$ cat src/rtl/div_share_arbiter.sv
// Shares one sequential sign-magnitude Q8.7 divider among NUM_REQ requesters.
// Requests are granted round-robin, and each answer goes back on one id-tagged response channel.
module div_share_arbiter #(
  parameter int NUM_REQ = 4,
  parameter int ID_W    = 2,
  parameter int TIMEOUT = 64
) (
  input  logic                  clk,
  input  logic                  rst,
  input  logic [NUM_REQ-1:0]    req_valid,
  output logic [NUM_REQ-1:0]    req_ready,
  input  logic [16*NUM_REQ-1:0] req_dividend,
  input  logic [16*NUM_REQ-1:0] req_divisor,
  output logic                  rsp_valid,
  input  logic                  rsp_ready,
  output logic [ID_W-1:0]       rsp_id,
  output logic [15:0]           rsp_quotient,
  output logic [3:0]            rsp_flags,
  output logic [15:0]           div_dividend,
  output logic [15:0]           div_divisor,
  output logic                  div_enable,
  input  logic [15:0]           div_quotient,
  input  logic                  div_overflow,
  input  logic                  div_error,
  input  logic                  div_finished
);

  localparam int CNT_W = $clog2(TIMEOUT + 1);

  typedef enum logic [1:0] {ST_IDLE, ST_LOAD, ST_WAIT, ST_RESP} state_t;

  state_t            r_state, w_state_nxt;
  logic [ID_W-1:0]   r_rr_ptr, r_rsp_id;
  logic [15:0]       r_div_a, r_div_b, r_quot;
  logic [3:0]        r_flags;
  logic [CNT_W-1:0]  r_cnt;

  logic [NUM_REQ-1:0] w_grant;
  logic               w_found;
  logic [ID_W-1:0]    w_gid, w_idx;
  logic [15:0]        w_sel_a, w_sel_b;
  logic               w_zero, w_done, w_tmo;

  // Round-robin search starting at r_rr_ptr.
  // NOTE: every always_comb output gets a default first so no path can infer a latch.
  always_comb begin
    w_grant = '0;
    w_found = 1'b0;
    w_gid   = '0;
    w_idx   = '0;
    for (int k = 0; k < NUM_REQ; k++) begin
      w_idx = ID_W'((int'(r_rr_ptr) + k) % NUM_REQ);
      if (!w_found && req_valid[w_idx]) begin
        w_found        = 1'b1;
        w_grant[w_idx] = 1'b1;
        w_gid          = w_idx;
      end
    end
  end

  always_comb begin
    w_sel_a = '0;
    w_sel_b = '0;
    for (int i = 0; i < NUM_REQ; i++) begin
      if (w_grant[i]) begin
        w_sel_a = req_dividend[16*i +: 16];
        w_sel_b = req_divisor[16*i +: 16];
      end
    end
  end

  // The sign bit is ignored, so negative zero also short-circuits.
  assign w_zero = (w_sel_b[14:0] == 15'd0);
  // Finished is stale in the first WAIT cycle while the divider clears it.
  assign w_done = (r_cnt != '0) && div_finished;
  assign w_tmo  = (r_cnt == CNT_W'(TIMEOUT - 1));

  // NOTE: sequential state uses non-blocking assignments so all registers update together.
  always_ff @(posedge clk) begin
    if (rst) r_state <= ST_IDLE;
    else     r_state <= w_state_nxt;
  end

  always_comb begin
    w_state_nxt = r_state;
    req_ready   = '0;
    div_enable  = 1'b0;
    rsp_valid   = 1'b0;
    case (r_state)
      ST_IDLE: begin
        req_ready = rst ? '0 : w_grant;
        if (w_found) w_state_nxt = w_zero ? ST_RESP : ST_LOAD;
      end
      ST_LOAD: begin
        div_enable  = 1'b1;
        w_state_nxt = ST_WAIT;
      end
      ST_WAIT: begin
        if (w_done || w_tmo) w_state_nxt = ST_RESP;
      end
      ST_RESP: begin
        rsp_valid = 1'b1;
        if (rsp_ready) w_state_nxt = ST_IDLE;
      end
      default: w_state_nxt = ST_IDLE;
    endcase
  end

  always_ff @(posedge clk) begin
    if (rst) begin
      r_rr_ptr <= '0;
      r_rsp_id <= '0;
      r_div_a  <= '0;
      r_div_b  <= '0;
      r_quot   <= '0;
      r_flags  <= '0;
      r_cnt    <= '0;
    end else begin
      case (r_state)
        ST_IDLE: begin
          if (w_found) begin
            r_div_a  <= w_sel_a;
            r_div_b  <= w_sel_b;
            r_rsp_id <= w_gid;
            r_rr_ptr <= ID_W'((int'(w_gid) + 1) % NUM_REQ);
            if (w_zero) begin
              r_quot  <= '0;
              r_flags <= 4'b0110;
            end
          end
        end
        ST_LOAD: r_cnt <= '0;
        ST_WAIT: begin
          r_cnt <= r_cnt + 1'b1;
          if (w_done) begin
            r_quot  <= div_quotient;
            r_flags <= {2'b00, div_overflow, div_error};
          end else if (w_tmo) begin
            r_quot  <= '0;
            r_flags <= 4'b1001;
          end
        end
        default: ;
      endcase
    end
  end

  assign rsp_id       = r_rsp_id;
  assign rsp_quotient = r_quot;
  assign rsp_flags    = r_flags;
  assign div_dividend = r_div_a;
  assign div_divisor  = r_div_b;

endmodule

$ cat config.mk
export PLATFORM = sky130hd
export DESIGN_NAME = div_share_arbiter
export DESIGN_NICKNAME = d
export VERILOG_FILES = /design/src/rtl/div_share_arbiter.sv
export SDC_FILE = /design/constraint.sdc
export NUM_CORES = 1
export LEC_CHECK = 0
export CAP_MARGIN = 30
export CORE_MARGIN = 3
export CORE_UTILIZATION = 44
export DETAILED_ROUTE_END_ITERATION = 10
export GPL_ROUTABILITY_DRIVEN = 0
export HOLD_SLACK_MARGIN = 0.02
export PLACE_DENSITY = 0.95
export SKIP_CTS_REPAIR_TIMING = 1
export SYNTH_ARGS = -nofsm -noshare
export SYNTH_HDL_FRONTEND = slang
export SYNTH_SLANG_ARGS = --single-unit
$ cat constraint.sdc
create_clock -name clk -period 11.7 [get_ports clk]
set_input_delay 3.51 -clock clk [delete_from_list [all_inputs] [get_ports clk]]
set_output_delay 3.51 -clock clk [all_outputs]
set_load 0.02 [all_outputs]
==> flow_summary.toml, run 1 <==
[routing]
wl_per_cell_um = 17.9
ant_nets = 0
drt_wl_total_mm = 14.6
drcViolationCount = 0
drtIter0Drc = 181
via_count = 4781
firstDrtPassIters = 5
vias_per_cell = 5.84

[synthesis]
avgSynthCellArea_um2 = 7.95
syn-instance-count = 519
async_flop_share = 0
yosysUniqueCellTypes = 62
syn-num-nets = 686
synth_ff_type = "dfxtp_1"
syn-cell-area_um2 = 4120
ys_seq_area_frac = 0.316
yosysWarnings = 0
synth_edf_count = 0
ys_ff_latch = 65

[critical_path]
critPathKind = "in2out"
critPathLaunchType = "input pin"
cp.required_ns = 8.19
endpoint_kind = "primary output"
path_max_fanout = 16
critPathArrivalTime_ns = 6.38
worstRegToRegCells = 13

[global_routing]
grt.overflow.total = 0
grt_util_all_layers = 0.262
grt_pass1_vias = 4600
grt_pass1_wl_mm = 22.2
antenna_found_initial = 0
grt_max_degree = 58

[finish]
layout_commonest_cell = "clkdlybuf4s50_1"
register_area_um2 = 1300
drive_gt1_frac = 0.0563
area_delta_synth_final_pct = 56.9
fillers = 660
final_cell_area_um2 = 6470
num-nets-final = 872
fin_util = 0.728
final_cell_mix = "clkdlybuf4s50_1, nand2_1, nor2_1"
multiInputGateArea_um2 = 2570
antenna_cells = 0

[timing]
fmax_ghz = 0.101
rsz0062_at_grt = "false"
tightest_slew_ns = 0.998
fin_worst_skew_ns = 0.0101
setup_tns_ns = 0
period_needed_ns = 9.89
finalCritPeriodShare = 0.846
slew_violations = 0
layout_setup_ws_ns = 1.81
max_slew_margin = 0.335
finalSetupViolCount = 0
timing_hold_violations_final = 0

[min_path]
holdPathStages = 2
hold_path_class = "reg2reg"

[clock_network]
cts_root_buffer = "clkbuf_8"
clk_latency_ns = 0.33
clkTransAtPathRegs_ns = 0.07
cts_tree = "built"
numClockSinks = 65
htreeDepth = 3
cts_inserted_buffers = 9
max-clock-path-buffers = 2

[placed_design]
pre_cts_slack_ns = 1.87
place_area_um2 = 6220
portBuffers = 213
hpwl_mm = 11.0

[status]
outcome = "finished, final reports clean"

[job]
maxCapViolCount = 0

[pwr]
power_density_nw_per_um2 = 243
ir_drop_uv = 228
leakage_nw = 2.30

[floorplanning]
rows = 34
fp.dieH_um = 103
die_area_um2 = 10600
core-area_um2 = 8890
num_io_pins = 214
dieWidth_um = 103
start_util = 0.464
[area by class of cell]
class	count	area share
multi-input cells	398	0.397
clock inverters	7	0.0155
inverters	13	0.00754
repair buffers	218	0.339
flip-flops and latches	65	0.201
clock buffers	9	0.0191
well taps	108	0.0209
[worst max-delay path, stage by stage]
cell	delay (ns)
clkdlybuf4s50_1	0.60
mux4_2	0.67
nand3b_1	0.22
a21oi_1	0.28
a221oi_2	0.06
buf_4	0.21
nor2_1	0.18
clkdlybuf4s50_1	0.65
[metrics by stage]
stage	hold slack (ns)	instances	power (mW)
3_3_place_gp	0.440	799	1.30
4_1_cts	0.468	817	1.56
6_report	0.465	818	1.58
2_1_floorplan	0.471	519	1.04
3_5_place_dp	0.451	801	1.34
5_1_grt	0.487	818	1.70
[cells by family (layout without fill, tap and decap cells)]
family          count (synthesis)  count (layout)  share of synthesized area
compound gates                153             153                      0.287
xor+xnor                        5               5                     0.0106
fa+ha+maj                      13              13                     0.0394
buf+inv                        56             247                     0.0664
flops                          65              65                      0.316
mux                            24              24                     0.0674
simple gates                  203             203                      0.214
[metal layers]
metal	wire length, um	part of all wire	up-vias	track usage
met4	326	0.022	0	0.0727
met5	0	0	-	0
li1	-	-	2278	-
met1	5800	0.40	2281	0.317
met2	7250	0.50	200	0.454
met3	1250	0.086	22	0.0778
[sequential cells by signal, indices dropped and copies added (netlist names)]
signal and cells:
div_dividend 16, div_divisor 16, rsp_quotient 16, r_cnt 7, rsp_flags 4, r_rr_ptr 2, r_state 2, rsp_id 2
[power breakdown]
group	leakage (nW)	internal [mW]	switching, mW
clock network	0.115	0.122	0.0914
registers	0.533	0.277	0.0378
logic	1.65	0.440	0.608
[final timing paths]
kind / start / slack, ns / endpoint
hold reg to reg: rsp_quotient[13] / 0.46 / rsp_quotient[13]
setup reg to reg: r_rr_ptr[0] / 6.80 / rsp_quotient[0]
hold / removal: rsp_quotient[13] / 0.46 / rsp_quotient[13]
setup / recovery: req_valid[1] / 1.81 / req_ready[3]
[cells in the mapped netlist (4+ instances only)]
library cell / n / share of area
dfxtp_1: 65 / 0.32
a211oi_1: 13 / 0.024
o311ai_0: 18 / 0.038
buf_6: 7 / 0.019
a221oi_1: 26 / 0.055
nor3_1: 15 / 0.018
a21oi_1: 15 / 0.018
clkbuf_1: 23 / 0.021
buf_2: 9 / 0.011
o21ai_0: 34 / 0.041
a21boi_0: 4 / 0.0073
o211ai_1: 4 / 0.0073
buf_1: 4 / 0.0036
inv_1: 13 / 0.012
mux2i_1: 21 / 0.051
ha_1: 13 / 0.039
nand2_1: 85 / 0.077
nor2_1: 72 / 0.066
nand3b_1: 7 / 0.013
No activity file was read; power rests on OpenSTA's default activity.
==> inputs of run 2 (changes only) <==
CORE_UTILIZATION = 36   (was 44)
PLACE_DENSITY = 0.87   (was 0.95)
clock period = 8.3 ns   (was 11.7 ns; I/O delays follow)
==> flow_summary.toml, run 2 (synthesis results as in run 1) <==
[critical_path]
endpoint_kind = "primary output"
critPathArrivalTime_ns = 5.23
cp_common_cell = "clkdlybuf4s50_1"
path_max_fanout = 16
critPathKind = "in2out"
critPathSlowestCell = "mux4_2"
crit_chain = "clkdlybuf4s50_1 -> mux4_2 -> nand3b_1 -> a21oi_1 -> a221oi_1 -> buf_4 -> nor2_1 -> clkdlybuf4s50_1"
critPathLaunchType = "input pin"
cp.required_ns = 5.81
slowest_delay_ns = 0.67

[finish]
final_cell_mix = "clkdlybuf4s50_1, nand2_1, nor2_1"
fillers = 951
multiInputGateArea_um2 = 2560
layout_commonest_cell = "clkdlybuf4s50_1"
drive_gt1_frac = 0.0575
num-nets-final = 875
register_area_um2 = 1300
area_delta_synth_final_pct = 60.0

[routing]
vias_per_cell = 5.60
via_count = 4785
drcViolationCount = 0
firstDrtPassIters = 5
wl_per_cell_um = 17.9
top_layer_used = "met5"
met2_length_mm = 7.63
drtIter0Drc = 321
wl_met1_mm = 5.66
ant_nets = 0
drt_wl_total_mm = 15.3
wl_met3_mm = 1.50

[floorplanning]
dieWidth_um = 113
core-area_um2 = 11000
start_util = 0.374
die_area_um2 = 12800
fp.dieH_um = 113
rows = 38
num_io_pins = 214

[global_routing]
grt_util_all_layers = 0.230
antenna_found_initial = 2
grt_pass1_wl_mm = 23.9
grt_max_degree = 58
grt.overflow.total = 0
grt_pass1_vias = 4826

[clock_network]
cts_root_buffer = "clkbuf_16"
numClockSinks = 65
clkTransAtPathRegs_ns = 0.06
cts_inserted_buffers = 9
clk_latency_ns = 0.32
htreeDepth = 3
cts_tree = "built"
max-clock-path-buffers = 2

[timing]
rsz0062_at_grt = "false"
period_needed_ns = 7.72
fin_worst_skew_ns = 0.00994
timing_hold_violations_final = 0
setup_tns_ns = 0
tightest_slew_ns = 0.928
slew_violations = 0
fmax_ghz = 0.130
hold-worst-slack_ns = 0.458
finalCritPeriodShare = 0.930
finalSetupViolCount = 0
max_slew_margin = 0.379

[pwr]
leakage_nw = 2.33
power_density_nw_per_um2 = 349
ir_drop_uv = 194
total_power_mw = 2.30

[status]
outcome = "finished, final reports clean"

[min_path]
hold_path_class = "reg2reg"

[placed_design]
portBuffers = 213
hpwl_mm = 11.5

[job]
maxCapViolCount = 0
[run 2: through the flow]
stage	instance area, um2	util	worst slack, ns	cells
global route	6600	0.598	0.477	854
CTS	6570	0.596	0.661	852
finish	6600	0.598	0.582	854
detailed placement	6290	0.570	0.668	836
global placement	6250	0.567	0.772	834
floorplan	4120	-	1.07	519
[run 2: metal layers]
metal	vias to the layer above	track usage
met2	239	0.419
li1	2288	-
met3	43	0.0668
met1	2213	0.252
met5	-	0
met4	2	0.0849
[run 2: worst max-delay path, delay by kind of cell]
family          cells  cell delay (ns)
buf+inv             3             1.43
compound gates      2             0.32
simple gates        2             0.32
mux                 1             0.67
[run 2: path summary, 6_finish.rpt]
| check | end | slack, ns | startpoint | cells after the start |
|---|---|---|---|---|
| setup / recovery | req_ready[3] | 0.58 | req_valid[1] | 8 |
| setup reg to reg | rsp_quotient[13] | 3.47 | r_rr_ptr[0] | 13 |
| hold reg to reg | rsp_quotient[5] | 0.46 | rsp_quotient[5] | 2 |
| hold / removal | rsp_quotient[5] | 0.46 | rsp_quotient[5] | 2 |
[run 2: power breakdown]
group	total (mW)	switching (mW)	leakage (nW)	internal [mW]
Clock	0.352	0.134	0.131	0.218
Combinational	1.51	0.877	1.66	0.631
Sequential	0.444	0.0535	0.533	0.391
[run 2: area by class of cell]
| type | instances | area share |
|---|---|---|
| Clock buffer | 12 | 0.0389 |
| Sequential cell | 65 | 0.197 |
| Tap cell | 140 | 0.0266 |
| Antenna cell | 1 | 0.000379 |
| Inverter | 13 | 0.00740 |
| Multi-Input combinational cell | 398 | 0.389 |
| Clock inverter | 4 | 0.00417 |
| Timing Repair Buffer | 221 | 0.336 |
==> inputs of run 3 (changes only) <==
ABC_AREA = 1   (was unset)
CORE_ASPECT_RATIO = 1.2   (was unset)
CORE_UTILIZATION = 37   (was 36)
SETUP_SLACK_MARGIN = 0.15   (was unset)
==> flow_summary.toml, run 3 <==
[routing]
ant_nets = 0
vias_per_cell = 5.03
drtIter0Drc = 231
via_count = 5261
drt_wl_total_mm = 15.2
firstDrtPassIters = 5
wl_per_cell_um = 14.6
drcViolationCount = 0

[clock_network]
htreeDepth = 3
cts_tree = "built"
clk_latency_ns = 0.32
cts_inserted_buffers = 9
max-clock-path-buffers = 2
numClockSinks = 65
cts_root_buffer = "clkbuf_16"
clkTransAtPathRegs_ns = 0.05

[critical_path]
worstRegToRegCells = 23
crit_chain = "clkdlybuf4s50_1 -> inv_1 -> nand2_1 -> nand2_1 -> nand2_1 -> nand2_2 -> nor2_2 -> nand2_1 -> nand3_2 -> nand2_1 -> inv_1 -> clkdlybuf4s50_1"
regToRegSetupSlack_ns = 3.10
crit_family = "buffers and inverters"
worst-path-stages = 12
critPathKind = "in2out"
reg2reg_from = "r_rr_ptr[0]"
endpoint = "req_ready[0]"
cp.required_ns = 5.81
slowest_delay_ns = 0.59
critPathLaunchType = "input pin"
critical_path_buf_inv_count = 4
crit_start = "req_valid[3]"
critPathSlowestCell = "clkdlybuf4s50_1"
r2r_end = "rsp_flags[0]"
path_max_fanout = 16
endpoint_kind = "primary output"
cp_common_cell = "nand2_1"
critPathArrivalTime_ns = 4.66

[timing]
finalSetupViolCount = 0
max_slew_margin = 0.316
tightest_slew_ns = 1.02
slew_violations = 0
timing_hold_violations_final = 0
setup_tns_ns = 0
finalCritPeriodShare = 0.861
period_needed_ns = 7.15
fmax_ghz = 0.140
hold-worst-slack_ns = 0.459
fin_worst_skew_ns = 0.00615
rsz0062_at_grt = "false"
layout_setup_ws_ns = 1.15

[pwr]
internal_power_mw = 1.33
pwr-share-seq = 0.179
p_sw_mw = 1.29
comb_power_share = 0.680
power_density_nw_per_um2 = 383
ir_drop_uv = 289
clock_power_share = 0.141
leakage_nw = 3.12
total_power_mw = 2.63
netSwitchingFraction = 0.492

[floorplanning]
dieWidth_um = 105
start_util = 0.388
fp.dieH_um = 125
num_io_pins = 214
die_area_um2 = 13200
rows = 42
core-area_um2 = 11300

[finish]
drive_gt1_frac = 0.0482
layout_commonest_cell = "clkdlybuf4s50_1"
stdcell_count = 1046
multiInputGateArea_um2 = 2480
final_cell_mix = "clkdlybuf4s50_1, nand2_1, inv_1"
area_delta_synth_final_pct = 56.2
fillers = 1023
num-nets-final = 1054
antenna_cells = 0
register_area_um2 = 1300

[global_routing]
grt.overflow.total = 0
grt_util_all_layers = 0.226
antenna_found_initial = 0
grt_max_degree = 65
grt_pass1_vias = 4894
grt_pass1_wl_mm = 24.4

[synthesis]
avgSynthCellArea_um2 = 6.32
synth_area_leaders = "dfxtp_1, nand2_1, a21oi_1, inv_1, o21ai_0"
ys_seq_area_frac = 0.296
synth_edf_count = 0
ys_ff_latch = 65
syn-instance-count = 695
synth_most_common_cell = "nand2_1"
synth_top_area_share = 0.296
syn-cell-area_um2 = 4390
synth_common_cells = "nand2_1, inv_1, a21oi_1"
synth_top_area_cell = "dfxtp_1"
yosysWarnings = 0
syn-num-nets = 862
synth_ff_type = "dfxtp_1"
yosysUniqueCellTypes = 36
async_flop_share = 0

[placed_design]
hpwl_mm = 11.3
portBuffers = 213
pre_cts_slack_ns = 1.16
place_inst = 1030

[status]
outcome = "finished, final reports clean"

[min_path]
hold_path_class = "reg2reg"

[job]
maxCapViolCount = 0
-- run 3: layout make-up --
type | instances | area share
Timing Repair Buffer | 219 | 0.317
Sequential cell | 65 | 0.190
Multi-Input combinational cell | 480 | 0.361
Inverter | 112 | 0.0613
Tap cell | 154 | 0.0281
Clock buffer | 13 | 0.0365
Clock inverter | 3 | 0.00584
-- run 3: kinds of logic (layout without fill, tap and decap cells) --
| kind of cell | count (synthesis) | after routing | share of synthesized area |
|---|---|---|---|
| simple gates | 294 | 294 | 0.293 |
| compound gates | 172 | 172 | 0.231 |
| buf+inv | 150 | 347 | 0.141 |
| flops | 65 | 65 | 0.296 |
| fa+ha+maj | 13 | 13 | 0.0371 |
| xor+xnor | 1 | 1 | 0.00200 |
-- run 3: how the worst min path moves through the flow --
stage | end | cells past startpoint | slack, ns | start
6_report | rsp_flags[2] | 2 | 0.46 | rsp_flags[2]
5_1_grt | rsp_flags[3] | 2 | 0.50 | rsp_flags[3]
4_1_cts | rsp_flags[2] | 2 | 0.46 | rsp_flags[2]
3_5_place_dp | rsp_flags[2] | 2 | 0.45 | rsp_flags[2]
3_3_place_gp | rsp_flags[2] | 2 | 0.45 | rsp_flags[2]
2_1_floorplan | r_state[1] | 2 | 0.47 | r_state[1]
-- run 3: per-layer routing --
layer | routed length [um] | share of wire | global-route usage
met1 | 6000 | 0.39 | 0.270
met2 | 7400 | 0.49 | 0.378
met3 | 1300 | 0.085 | 0.0588
met4 | 528 | 0.035 | 0.107
met5 | 0 | 0 | 0
-- run 3: tightest hold or removal path: stages, from the launching register on --
cell	delay, ns
dfxtp_1	0.32
inv_1	0.05
a21oi_1	0.05
-- run 3: power groups by stage --
| stage | combinational [mW] | sequential [mW] | clock (mW) |
|---|---|---|---|
| detailed placement | 1.79 | 0.474 | 0 |
| finish | 1.79 | 0.470 | 0.371 |
| global placement | 1.76 | 0.472 | 0 |
| CTS | 1.79 | 0.470 | 0.379 |
| global route | 2.00 | 0.483 | 0.394 |
| floorplan | 1.18 | 0.566 | 0 |
-- run 3: through the flow --
| stage | area [um2] | utilization |
|---|---|---|
| after floorplan | 4390 | - |
| after global placement | 6570 | 0.581 |
| after detailed placement | 6570 | 0.581 |
| after CTS | 6860 | 0.607 |
| after global routing | 6860 | 0.607 |
| final | 6860 | 0.607 |
